## config.mk

```make
export PLATFORM = sky130hd
export DESIGN_NAME = sat_dot_accum
export DESIGN_NICKNAME = d
export VERILOG_FILES = /design/src/rtl/sat_dot_accum.sv
export SDC_FILE = /design/constraint.sdc
export NUM_CORES = 1
export LEC_CHECK = 0
export CORE_MARGIN = 2
export CORE_UTILIZATION = 55
export DETAILED_ROUTE_END_ITERATION = 10
export PLACE_DENSITY = 0.75
export SLEW_MARGIN = 25
export SYNTH_ARGS = -nofsm -noshare
export SYNTH_HDL_FRONTEND = slang
export SYNTH_SLANG_ARGS = --single-unit
export TNS_END_PERCENT = 100
```

## constraint.sdc

```tcl
create_clock -name clk -period 16.5 [get_ports clk]
set_input_delay 1.65 -clock clk [delete_from_list [all_inputs] [get_ports clk]]
set_output_delay 1.65 -clock clk [all_outputs]
set_load 0.02 [all_outputs]
```

## src/rtl/sat_dot_accum.sv

```systemverilog
// sat_dot_accum
// Sequential saturating dot-product engine:
//   out_sum = sat16(bias + sum over N beats of sat16((w*v) >>> FRAC))
// Every intermediate addition is clamped to the signed 16-bit range. There is
// no latch at the rail, so later beats can move the accumulator back off it.
//
// Ports
//   clk        rising-edge clock
//   rst        synchronous, active-high reset
//   start      begin an operation (sampled only in IDLE)
//   bias       initial accumulator value, captured with start
//   in_valid   w/v pair valid
//   in_ready   engine accepts a w/v pair this cycle (ACCUM)
//   w, v       signed Q(15-FRAC).FRAC operands
//   out_valid  result available (DONE)
//   out_ready  consumer takes the result
//   out_sum    accumulator value (meaningful while out_valid=1)
//   sat_flag   sticky: some clamp occurred since the last accepted start
//   busy       high in ACCUM or DONE
//
// All outputs come either from flops or from a decode of the state register
// only. There is no combinational path from in_valid/out_ready to the outputs.

module sat_dot_accum #(
  parameter int N    = 16,
  parameter int FRAC = 8
) (
  input  logic        clk,
  input  logic        rst,
  input  logic        start,
  input  logic [15:0] bias,
  input  logic        in_valid,
  output logic        in_ready,
  input  logic [15:0] w,
  input  logic [15:0] v,
  output logic        out_valid,
  input  logic        out_ready,
  output logic [15:0] out_sum,
  output logic        sat_flag,
  output logic        busy
);

  localparam int CW = (N > 1) ? $clog2(N) : 1;
  localparam logic [CW-1:0] LAST_BEAT = CW'(N - 1);

  localparam logic [1:0] IDLE  = 2'd0;
  localparam logic [1:0] ACCUM = 2'd1;
  localparam logic [1:0] DONE  = 2'd2;

  // Clamp a 32-bit signed value to 16 bits; bit 16 of the result flags a clamp.
  function automatic logic [16:0] clamp_from32(input logic signed [31:0] x);
    logic [16:0] r;
    if (x > 32'sd32767) begin
      r = {1'b1, 16'h7FFF};
    end else if (x < -32'sd32768) begin
      r = {1'b1, 16'h8000};
    end else begin
      r = {1'b0, x[15:0]};
    end
    return r;
  endfunction

  // Clamp a 17-bit signed sum to 16 bits; bit 16 of the result flags a clamp.
  function automatic logic [16:0] clamp_from17(input logic signed [16:0] x);
    logic [16:0] r;
    if (x > 17'sd32767) begin
      r = {1'b1, 16'h7FFF};
    end else if (x < -17'sd32768) begin
      r = {1'b1, 16'h8000};
    end else begin
      r = {1'b0, x[15:0]};
    end
    return r;
  endfunction

  logic [1:0]        state_q, state_d;
  logic [15:0]       acc_q, acc_d;
  logic [CW-1:0]     count_q, count_d;
  logic              sat_q, sat_d;

  logic signed [31:0] w_ext_s, v_ext_s, prod_s, shifted_s;
  logic [16:0]        term_sat_s;
  logic signed [16:0] sum_s;
  logic [16:0]        acc_sat_s;
  logic               beat_s;

  // Datapath: product, arithmetic shift (floor), term clamp, accumulator clamp.
  always_comb begin
    w_ext_s    = $signed({{16{w[15]}}, w});
    v_ext_s    = $signed({{16{v[15]}}, v});
    // |w*v| <= 2^30, so the 32-bit product is exact.
    prod_s     = w_ext_s * v_ext_s;
    shifted_s  = prod_s >>> FRAC;
    term_sat_s = clamp_from32(shifted_s);
    sum_s      = $signed({acc_q[15], acc_q}) + $signed({term_sat_s[15], term_sat_s[15:0]});
    acc_sat_s  = clamp_from17(sum_s);
  end

  // Next-state logic for the IDLE/ACCUM/DONE sequencer and its registers.
  always_comb begin
    state_d = state_q;
    acc_d   = acc_q;
    count_d = count_q;
    sat_d   = sat_q;
    beat_s  = in_valid & (state_q == ACCUM);
    case (state_q)
      IDLE: begin
        if (start) begin
          state_d = ACCUM;
          acc_d   = bias;
          count_d = '0;
          sat_d   = 1'b0;
        end else begin
          state_d = IDLE;
        end
      end
      ACCUM: begin
        if (beat_s) begin
          acc_d = acc_sat_s[15:0];
          sat_d = sat_q | term_sat_s[16] | acc_sat_s[16];
          if (count_q == LAST_BEAT) begin
            state_d = DONE;
            count_d = '0;
          end else begin
            count_d = count_q + CW'(1);
          end
        end else begin
          state_d = ACCUM;
        end
      end
      DONE: begin
        // Result is held until the consumer takes it; start and w/v are ignored.
        if (out_ready) begin
          state_d = IDLE;
        end else begin
          state_d = DONE;
        end
      end
      default: begin
        state_d = IDLE;
        acc_d   = 16'h0000;
        count_d = '0;
        sat_d   = 1'b0;
      end
    endcase
  end

  // State registers with synchronous reset; reset discards any partial sum.
  always_ff @(posedge clk) begin
    if (rst) begin
      state_q <= IDLE;
      acc_q   <= 16'h0000;
      count_q <= '0;
      sat_q   <= 1'b0;
    end else begin
      state_q <= state_d;
      acc_q   <= acc_d;
      count_q <= count_d;
      sat_q   <= sat_d;
    end
  end

  assign in_ready  = (state_q == ACCUM);
  assign out_valid = (state_q == DONE);
  assign busy      = (state_q == ACCUM) | (state_q == DONE);
  assign out_sum   = acc_q;
  assign sat_flag  = sat_q;

endmodule
```

==> results of run 1 <==
final cells by class:
class / instances / area, sq um
clock buffer: 4 / 78.8
timing repair buffer: 73 / 728
multi-input combinational: 1002 / 10100
tap: 275 / 344
sequential: 23 / 460
inverter: 306 / 1150
fill: 1817 / 8250
stage by stage:
stage | setup WS (ns) | hold WS [ns] | util (%) | area [sq um]
finish | 4.35 | 0.502 | 61.0 | 12900
global route | 3.60 | 0.528 | 61.0 | 12900
CTS | 4.47 | 0.509 | 61.0 | 12900
detailed placement | 4.25 | 0.499 | 60.6 | 12800
global placement | 4.59 | 0.476 | 60.6 | 12800
floorplan | 6.04 | 0.458 | - | 12000
critical path, delay by kind of cell:
family	cells	cell delay (ns)
AO/OA/AOI/OAI	10	2.50
XOR/XNOR	1	0.18
adder cells (fa/ha/maj)	9	4.31
buffers and inverters	8	1.41
AND/OR/NAND/NOR	8	2.23
routing by layer:
layer | wire [um] | track usage [%] | up-vias
li1 | - | - | 4291
met3 | 1280 | 2.20 | 48
met5 | 0 | 0 | -
met4 | 474 | 4.72 | 0
met2 | 14200 | 45.0 | 262
met1 | 11700 | 35.4 | 4704
registers in the layout (all words and copies together) (netlist names):
signal and count:
count_q 4, sat_flag 1, out_sum 16, state_q 2
cells by family after synthesis:
| logic type | after synthesis | synth area share, % |
|---|---|---|
| compound gates | 188 | 10.1 |
| buf+inv | 355 | 11.3 |
| mux | 1 | 0.0837 |
| simple gates | 407 | 17.1 |
| flops | 23 | 3.85 |
| fa+ha+maj | 362 | 54.3 |
| xor+xnor | 44 | 3.29 |
synth_stat cells (3+ instances only):
master / count
a211oi_1: 11
a21o_1: 25
a21oi_1: 58
a221oi_1: 7
a22oi_1: 3
a31oi_1: 10
and2_1: 120
and3_1: 9
clkbuf_1: 46
dfxtp_1: 23
fa_1: 262
ha_1: 100
inv_1: 306
nand2_1: 162
nand2b_1: 15
nand3_1: 15
nand4_1: 10
nor2_1: 43
nor2b_1: 7
nor3_1: 6
nor4_1: 3
o211ai_1: 9
o21a_1: 8
o21ai_0: 34
o21bai_1: 3
xnor2_1: 34
xor2_1: 9
final timing paths:
| check | cells past startpoint | to | startpoint | slack, ns |
|---|---|---|---|---|
| setup / recovery | 36 | sat_flag | w[15] | 4.35 |
| hold / removal | 2 | out_sum[11] | out_sum[11] | 0.50 |
| setup reg to reg | 12 | sat_flag | out_sum[0] | 12.97 |
| hold reg to reg | 2 | out_sum[11] | out_sum[11] | 0.50 |
==> impl_metrics.env, run 1 <==
export IMPL_max_clock_freq_mhz=82.3
export IMPL_hold_class="reg2reg"
export IMPL_cpMaxStageDelayCell="clkdlybuf4s50_1"
export IMPL_dp_cells=1679
export IMPL_area_growth_pct=7.95
export IMPL_grt_usage_pct=25.7
export IMPL_final_cell_mix="inv_1 (306), fa_1 (262), nand2_1 (162)"
export IMPL_finalSetupTns_ns=0
export IMPL_drt_initial_drc_count=424
export IMPL_synthesis_nets=1795
export IMPL_final_cells=1683
export IMPL_cts_setup_buffers=0
export IMPL_finalSetupViolCount=0
export IMPL_wl_um=27700
export IMPL_root_buffer="clkbuf_16"
export IMPL_critPathKind="in2reg"
export IMPL_io_buffers=72
export IMPL_synth_seq_area_share_pct=3.85
export IMPL_num_vias=9305
export IMPL_min_period_ns=12.15
export IMPL_drive_gt1_share_pct=1.14
export IMPL_synth_top_area_share_pct=43.9
export IMPL_cp_max_fo=16
export IMPL_synth_distinct_cells=60
export IMPL_fin_crit_sh_pct=73.6
export IMPL_skew_ns=0.00749
export IMPL_relSlewSlack_pct=35.8
export IMPL_postCtsHoldBufs=0
export IMPL_via_per_inst=5.53
export IMPL_rsz0062_at_grt="false"
export IMPL_antenna_found_initial=0
export IMPL_yosysWarnings=0
export IMPL_syn_avg_cell_area_sq_um=8.66
export IMPL_synthArstFlopShare_pct=0
export IMPL_fin_nets=1824
export IMPL_clock_sinks=23
export IMPL_yosysTopAreaCell="fa_1"
export IMPL_worstPathRequired_ns=16.66
export IMPL_final_max_slew_viol_count=0
export IMPL_cts_resized=0
export IMPL_antenna_cells=0
export IMPL_crit_arrival_ns=12.31
export IMPL_die_area_sq_mm=0.0229
export IMPL_grt_pass1_wl_um=47100
export IMPL_chipHeight_um=151
export IMPL_startpoint_type="primary input"
export IMPL_cts_made_buffers=3
export IMPL_h_tree_depth=1
export IMPL_wl_per_cell_um=16.5
export IMPL_cts_path_max_buffers=2
export IMPL_initial_core_util_pct=56.5
export IMPL_cts_tree="yes"
export IMPL_clkLatencyLatePin_ns=0.26
export IMPL_synth_edf_count=0
export IMPL_die_x_um=151
export IMPL_end_kind="register"
export IMPL_num_rows=53
export IMPL_clkTransAtPathRegs_ns=0.07
export IMPL_netlist_instances=1380
export IMPL_grt_remaining_overflow=0
export IMPL_hpwl_um=23400
export IMPL_synth_area_leaders="fa_1 (44%), ha_1 (10%), inv_1 (9.6%)"
export IMPL_gp_congestion=0.954
export IMPL_synth_seq_cells=23
export IMPL_crit_path_max_incr_delay_ns=0.88
export IMPL_drtAntennaViolNets=0
export IMPL_num_io_pins=73
export IMPL_hold_viol_final=0
export IMPL_max_slew_worst_pin_slew_ns=0.961
export IMPL_core_sq_mm=0.0212
export IMPL_remaining_drc_errors=0
export IMPL_status="complete, no violations"
export IMPL_grt_max_degree=24
export IMPL_final_common_cell="inv_1"
export IMPL_maxCapViolations=0
export IMPL_firstDrtPassIters=4
export IMPL_ys_flop_type="dfxtp_1"
export IMPL_synthesis_area_sq_mm=0.0120
export IMPL_first_global_vias=9767
Power of run 1 is left out: the tool's default activity adds up to more than one toggle a clock period on the data nets, which glitch-free logic cannot reach.
==> run 2: changes to the inputs <==
- PLACE_DENSITY: 0.75 -> 0.78
- clock period: 16.5 -> 10 ns (I/O delays scaled with it)
==> impl_metrics.env, run 2 (same netlist as run 1, synthesis figures left out) <==
export IMPL_gp_congestion=0.981
export IMPL_multi_input_area_sq_mm=0.0104
export IMPL_cpMaxStageDelayCell="fa_1"
export IMPL_maxCapViolations=0
export IMPL_io_buffers=72
export IMPL_drive_gt1_share_pct=14.5
export IMPL_grt_busiest_layer="met2"
export IMPL_via_per_inst=5.46
export IMPL_antenna_found_initial=0
export IMPL_fin_crit_sh_pct=95.9
export IMPL_first_global_vias=10700
export IMPL_critPathKind="in2reg"
export IMPL_area_growth_pct=21.9
export IMPL_grt_usage_pct=27.4
export IMPL_drtAntennaViolNets=0
export IMPL_use_met3_pct=2.59
export IMPL_regToRegSetupSlack_ns=7.14
export IMPL_n_fill_cell=1606
export IMPL_endpoint="sat_flag"
export IMPL_drt_initial_drc_count=592
export IMPL_die_area_sq_mm=0.0229
export IMPL_chipHeight_um=151
export IMPL_firstDrtPassIters=7
export IMPL_root_buffer="clkbuf_16"
export IMPL_final_max_slew_viol_count=0
export IMPL_cts_made_buffers=3
export IMPL_end_kind="register"
export IMPL_die_x_um=151
export IMPL_largest_register_ffs=16
export IMPL_met2_usage_pct=49.8
export IMPL_crit_path_max_incr_delay_ns=0.56
export IMPL_startpoint_type="primary input"
export IMPL_num_io_pins=73
export IMPL_use_met1_pct=35.4
export IMPL_cp_max_fo=14
export IMPL_skew_ns=0.00531
export IMPL_wl_per_cell_um=16.7
export IMPL_finalSetupViolCount=0
export IMPL_r2r_end="sat_flag"
export IMPL_status="complete, no violations"
export IMPL_clock_sinks=23
export IMPL_antenna_cells=0
export IMPL_num_rows=53
export IMPL_fin_nets=2001
export IMPL_r2r_start="out_sum[0]"
export IMPL_max_clock_freq_mhz=104
export IMPL_h_tree_depth=1
export IMPL_cts_tree="yes"
export IMPL_initial_core_util_pct=56.5
export IMPL_cts_path_max_buffers=2
export IMPL_remaining_drc_errors=0
export IMPL_clkTransAtPathRegs_ns=0.07
export IMPL_crit_arrival_ns=9.74
export IMPL_grt_remaining_overflow=0
export IMPL_hold_viol_final=0
export IMPL_layout_area_seq_sq_um=460
export IMPL_grt_max_degree=24
export IMPL_final_cell_mix="inv_1 (304), fa_1 (257), buf_4 (162)"
export IMPL_hold_ws_ns=0.495
export IMPL_finalSetupTns_ns=0
export IMPL_relSlewSlack_pct=42.9
export IMPL_hpwl_um=26300
export IMPL_grt_pass1_wl_um=50100
export IMPL_max_slew_worst_pin_slew_ns=0.855
export IMPL_core_sq_mm=0.0212
export IMPL_ff2ff_path_depth=12
export IMPL_worstSetupStartpoint="w[0]"
export IMPL_clkLatencyLatePin_ns=0.26
export IMPL_worstPathRequired_ns=10.16
export IMPL_wl_um=31100
export IMPL_num_vias=10200
export IMPL_min_period_ns=9.59
export IMPL_hold_class="reg2reg"
export IMPL_final_common_cell="inv_1"
==> run 2: changes by cell type in the layout (fill, tap and decap cells not counted), sizes merged <==
cell and change:
buf +176, clkdlybuf4s50 -29, clkbuf +2, clkinv +1, dlymetal6s2s +27
==> run 2: metrics by stage <==
stage | util, % | area (sq um) | instances | worst slack, ns
3_3_place_gp | 66.6 | 14100 | 1844 | -0.331
3_5_place_dp | 66.6 | 14100 | 1844 | -0.637
4_1_cts | 67.0 | 14200 | 1848 | 0.00558
2_1_floorplan | - | 12000 | 1380 | 0.193
6_report | 68.9 | 14600 | 1860 | 0.413
5_1_grt | 68.9 | 14600 | 1860 | -0.0452
==> run 2: final cells by class <==
type / instances / area share, %
Multi-Input combinational cell: 1002 / 71.1
Sequential cell: 23 / 3.16
Timing Repair Buffer: 250 / 14.9
Tap cell: 275 / 2.36
Clock inverter: 1 / 0.0344
Inverter: 306 / 7.89
Clock buffer: 3 / 0.515
==> run 2: worst max-delay path: cells and delay by family <==
kind / cells / cell delay [ns]
adders and majority gates: 9 / 3.55
AOI/OAI and AO/OA: 9 / 1.85
buffers and inverters: 8 / 1.08
and+or+nand+nor: 9 / 2.20
xor gates and xnor gates: 1 / 0.07
==> run 2: routing by layer <==
| metal | part of all wire [%] | vias to the layer above |
|---|---|---|
| li1 | - | 4656 |
| met3 | 5.5 | 73 |
| met1 | 40 | 5086 |
| met4 | 2.4 | 0 |
| met5 | 0 | - |
| met2 | 52 | 336 |
==> run 2: how the worst min path moves through the flow <==
stage	startpoint	endpoint	cells after the start
floorplan	count_q[3]	count_q[3]	2
global placement	count_q[3]	count_q[3]	2
detailed placement	count_q[3]	count_q[3]	2
CTS	count_q[3]	count_q[3]	2
global route	count_q[3]	count_q[3]	2
finish	count_q[3]	count_q[3]	2
==> run 2: repair_timing <==
item / 4_1_cts / 5_1_grt
hold buffers: 0 / 0
pin swaps: 0 / 19
gates resized for setup: 8 / 91
endpoints found under the setup margin: 16 / 16
hold endpoints to repair: 0 / 0
setup buffers: 0 / 6
gates cloned: 0 / 6
Power of run 2 is left out for the same reason.
==> run 3: changes to the inputs <==
- CTS_BUF_LIST: not set -> sky130_fd_sc_hd__clkbuf_16
- PLACE_DENSITY: 0.78 -> not set
- PLACE_DENSITY_LB_ADDON: not set -> 0.08
- SETUP_SLACK_MARGIN: not set -> 0.02
==> impl_metrics.env, run 3 (same netlist as run 1, synthesis figures left out) <==
export IMPL_status="complete, no violations"
export IMPL_core_sq_mm=0.0212
export IMPL_clock_sinks=23
export IMPL_wl_per_cell_um=15.8
export IMPL_startpoint_type="primary input"
export IMPL_area_growth_pct=21.2
export IMPL_largest_register_ffs=16
export IMPL_first_global_vias=10000
export IMPL_hold_viol_final=0
export IMPL_initial_core_util_pct=56.5
export IMPL_grt_max_degree=24
export IMPL_worstPathRequired_ns=10.14
export IMPL_finalSetupViolCount=0
export IMPL_max_clock_freq_mhz=103
export IMPL_skew_ns=0.00177
export IMPL_num_rows=53
export IMPL_wl_um=29300
export IMPL_root_buffer="clkbuf_16"
export IMPL_via_per_inst=5.26
export IMPL_grt_remaining_overflow=0
export IMPL_antenna_cells=0
export IMPL_fin_nets=1989
export IMPL_grt_usage_pct=26.5
export IMPL_postCtsHoldBufs=0
export IMPL_clkTransAtPathRegs_ns=0.07
export IMPL_hold_ws_ns=0.507
export IMPL_cts_tree="yes"
export IMPL_crit_family="adder cells"
export IMPL_relSlewSlack_pct=38.7
export IMPL_final_common_cell="inv_1"
export IMPL_cts_made_buffers=3
export IMPL_crit_arrival_ns=9.82
export IMPL_cp_common_cell="fa_1"
export IMPL_end_kind="register"
export IMPL_die_x_um=151
export IMPL_crit_buf_inv=8
export IMPL_grt_pass1_wl_um=48500
export IMPL_max_slew_worst_pin_slew_ns=0.917
export IMPL_min_period_ns=9.68
export IMPL_hpwl_um=25200
export IMPL_num_io_pins=73
export IMPL_cp_max_fo=9
export IMPL_h_tree_depth=1
export IMPL_cp_depth=35
export IMPL_drt_initial_drc_count=426
export IMPL_min_path_cells=2
export IMPL_crit_path_max_incr_delay_ns=0.57
export IMPL_num_vias=9714
export IMPL_fin_crit_sh_pct=96.8
export IMPL_hold_class="reg2reg"
export IMPL_cts_path_max_buffers=2
export IMPL_final_max_slew_viol_count=0
export IMPL_cpMaxStageDelayCell="fa_1"
export IMPL_gp_congestion=0.936
export IMPL_drive_gt1_share_pct=14.0
export IMPL_firstDrtPassIters=5
export IMPL_clkLatencyLatePin_ns=0.26
export IMPL_antenna_found_initial=0
export IMPL_maxCapViolations=0
export IMPL_io_buffers=72
export IMPL_ff2ff_path_depth=13
export IMPL_final_cell_mix="inv_1 (304), fa_1 (256), nand2_1 (161)"
export IMPL_chipHeight_um=151
export IMPL_die_area_sq_mm=0.0229
export IMPL_remaining_drc_errors=0
export IMPL_critPathKind="in2reg"
export IMPL_drtAntennaViolNets=0
==> run 3: cell count changes in the layout (fill, tap and decap cells not counted), moves of 4 or more <==
cell             previous run  this run
clkdlybuf4s50_1            43        50
ha_4                        4         8
buf_4                     162       154
dlymetal6s2s_1             27        16
ha_1                       95        91
dlygate4sd2_1               0         6
buf_6                      11         7
==> run 3: path summary, 6_finish.rpt <==
| kind | start | endpoint | slack (ns) |
|---|---|---|---|
| worst max-delay path | w[12] | out_sum[1] | 0.32 |
| worst min register to register | out_sum[13] | out_sum[13] | 0.51 |
| worst min-delay path | out_sum[13] | out_sum[13] | 0.51 |
| worst max register to register | out_sum[0] | out_sum[1] | 7.11 |
==> run 3: per-stage QoR <==
step	util [%]	setup WS (ns)	area, sq um	instances	TNS (ns)
4_1_cts	66.8	0.0343	14100	1839	0
3_3_place_gp	66.3	-0.130	14000	1833	-1.33
6_report	68.5	0.324	14500	1848	0
5_1_grt	68.5	-0.0576	14500	1848	-0.140
3_5_place_dp	66.3	-0.364	14000	1833	-4.19
2_1_floorplan	-	0.193	12000	1380	0
==> run 3: worst min-delay path: stages (launching register included) <==
cell,delay [ns]
dfxtp_1,0.33
nand2_1,0.06
a31oi_1,0.07
==> run 3: layer usage <==
metal | share of wire (%) | vias up | global-route usage (%)
li1 | - | 4639 | -
met1 | 44 | 4841 | 37.5
met2 | 51 | 194 | 46.2
met3 | 3.5 | 40 | 1.75
met4 | 2.0 | 0 | 3.88
met5 | 0 | - | 0
==> run 3: final cells by class <==
| cell class | count | area, sq um |
|---|---|---|
| well taps | 275 | 344 |
| fillers | 1763 | 6660 |
| clock inverters | 1 | 5.00 |
| inverters | 306 | 1150 |
| clock buffers | 3 | 75.1 |
| repair buffers | 238 | 2070 |
| flip-flops and latches | 23 | 460 |
| multi-input cells | 1002 | 10400 |
==> run 3: timing repair <==
| item | in CTS | in global routing |
|---|---|---|
| resized for setup | 11 | 69 |
| cloned | 0 | 3 |
| endpoints found under the setup margin | 15 | 16 |
| buffers inserted | 2 | 6 |
| pin swaps | 2 | 37 |
Power of run 3 is left out for the same reason.
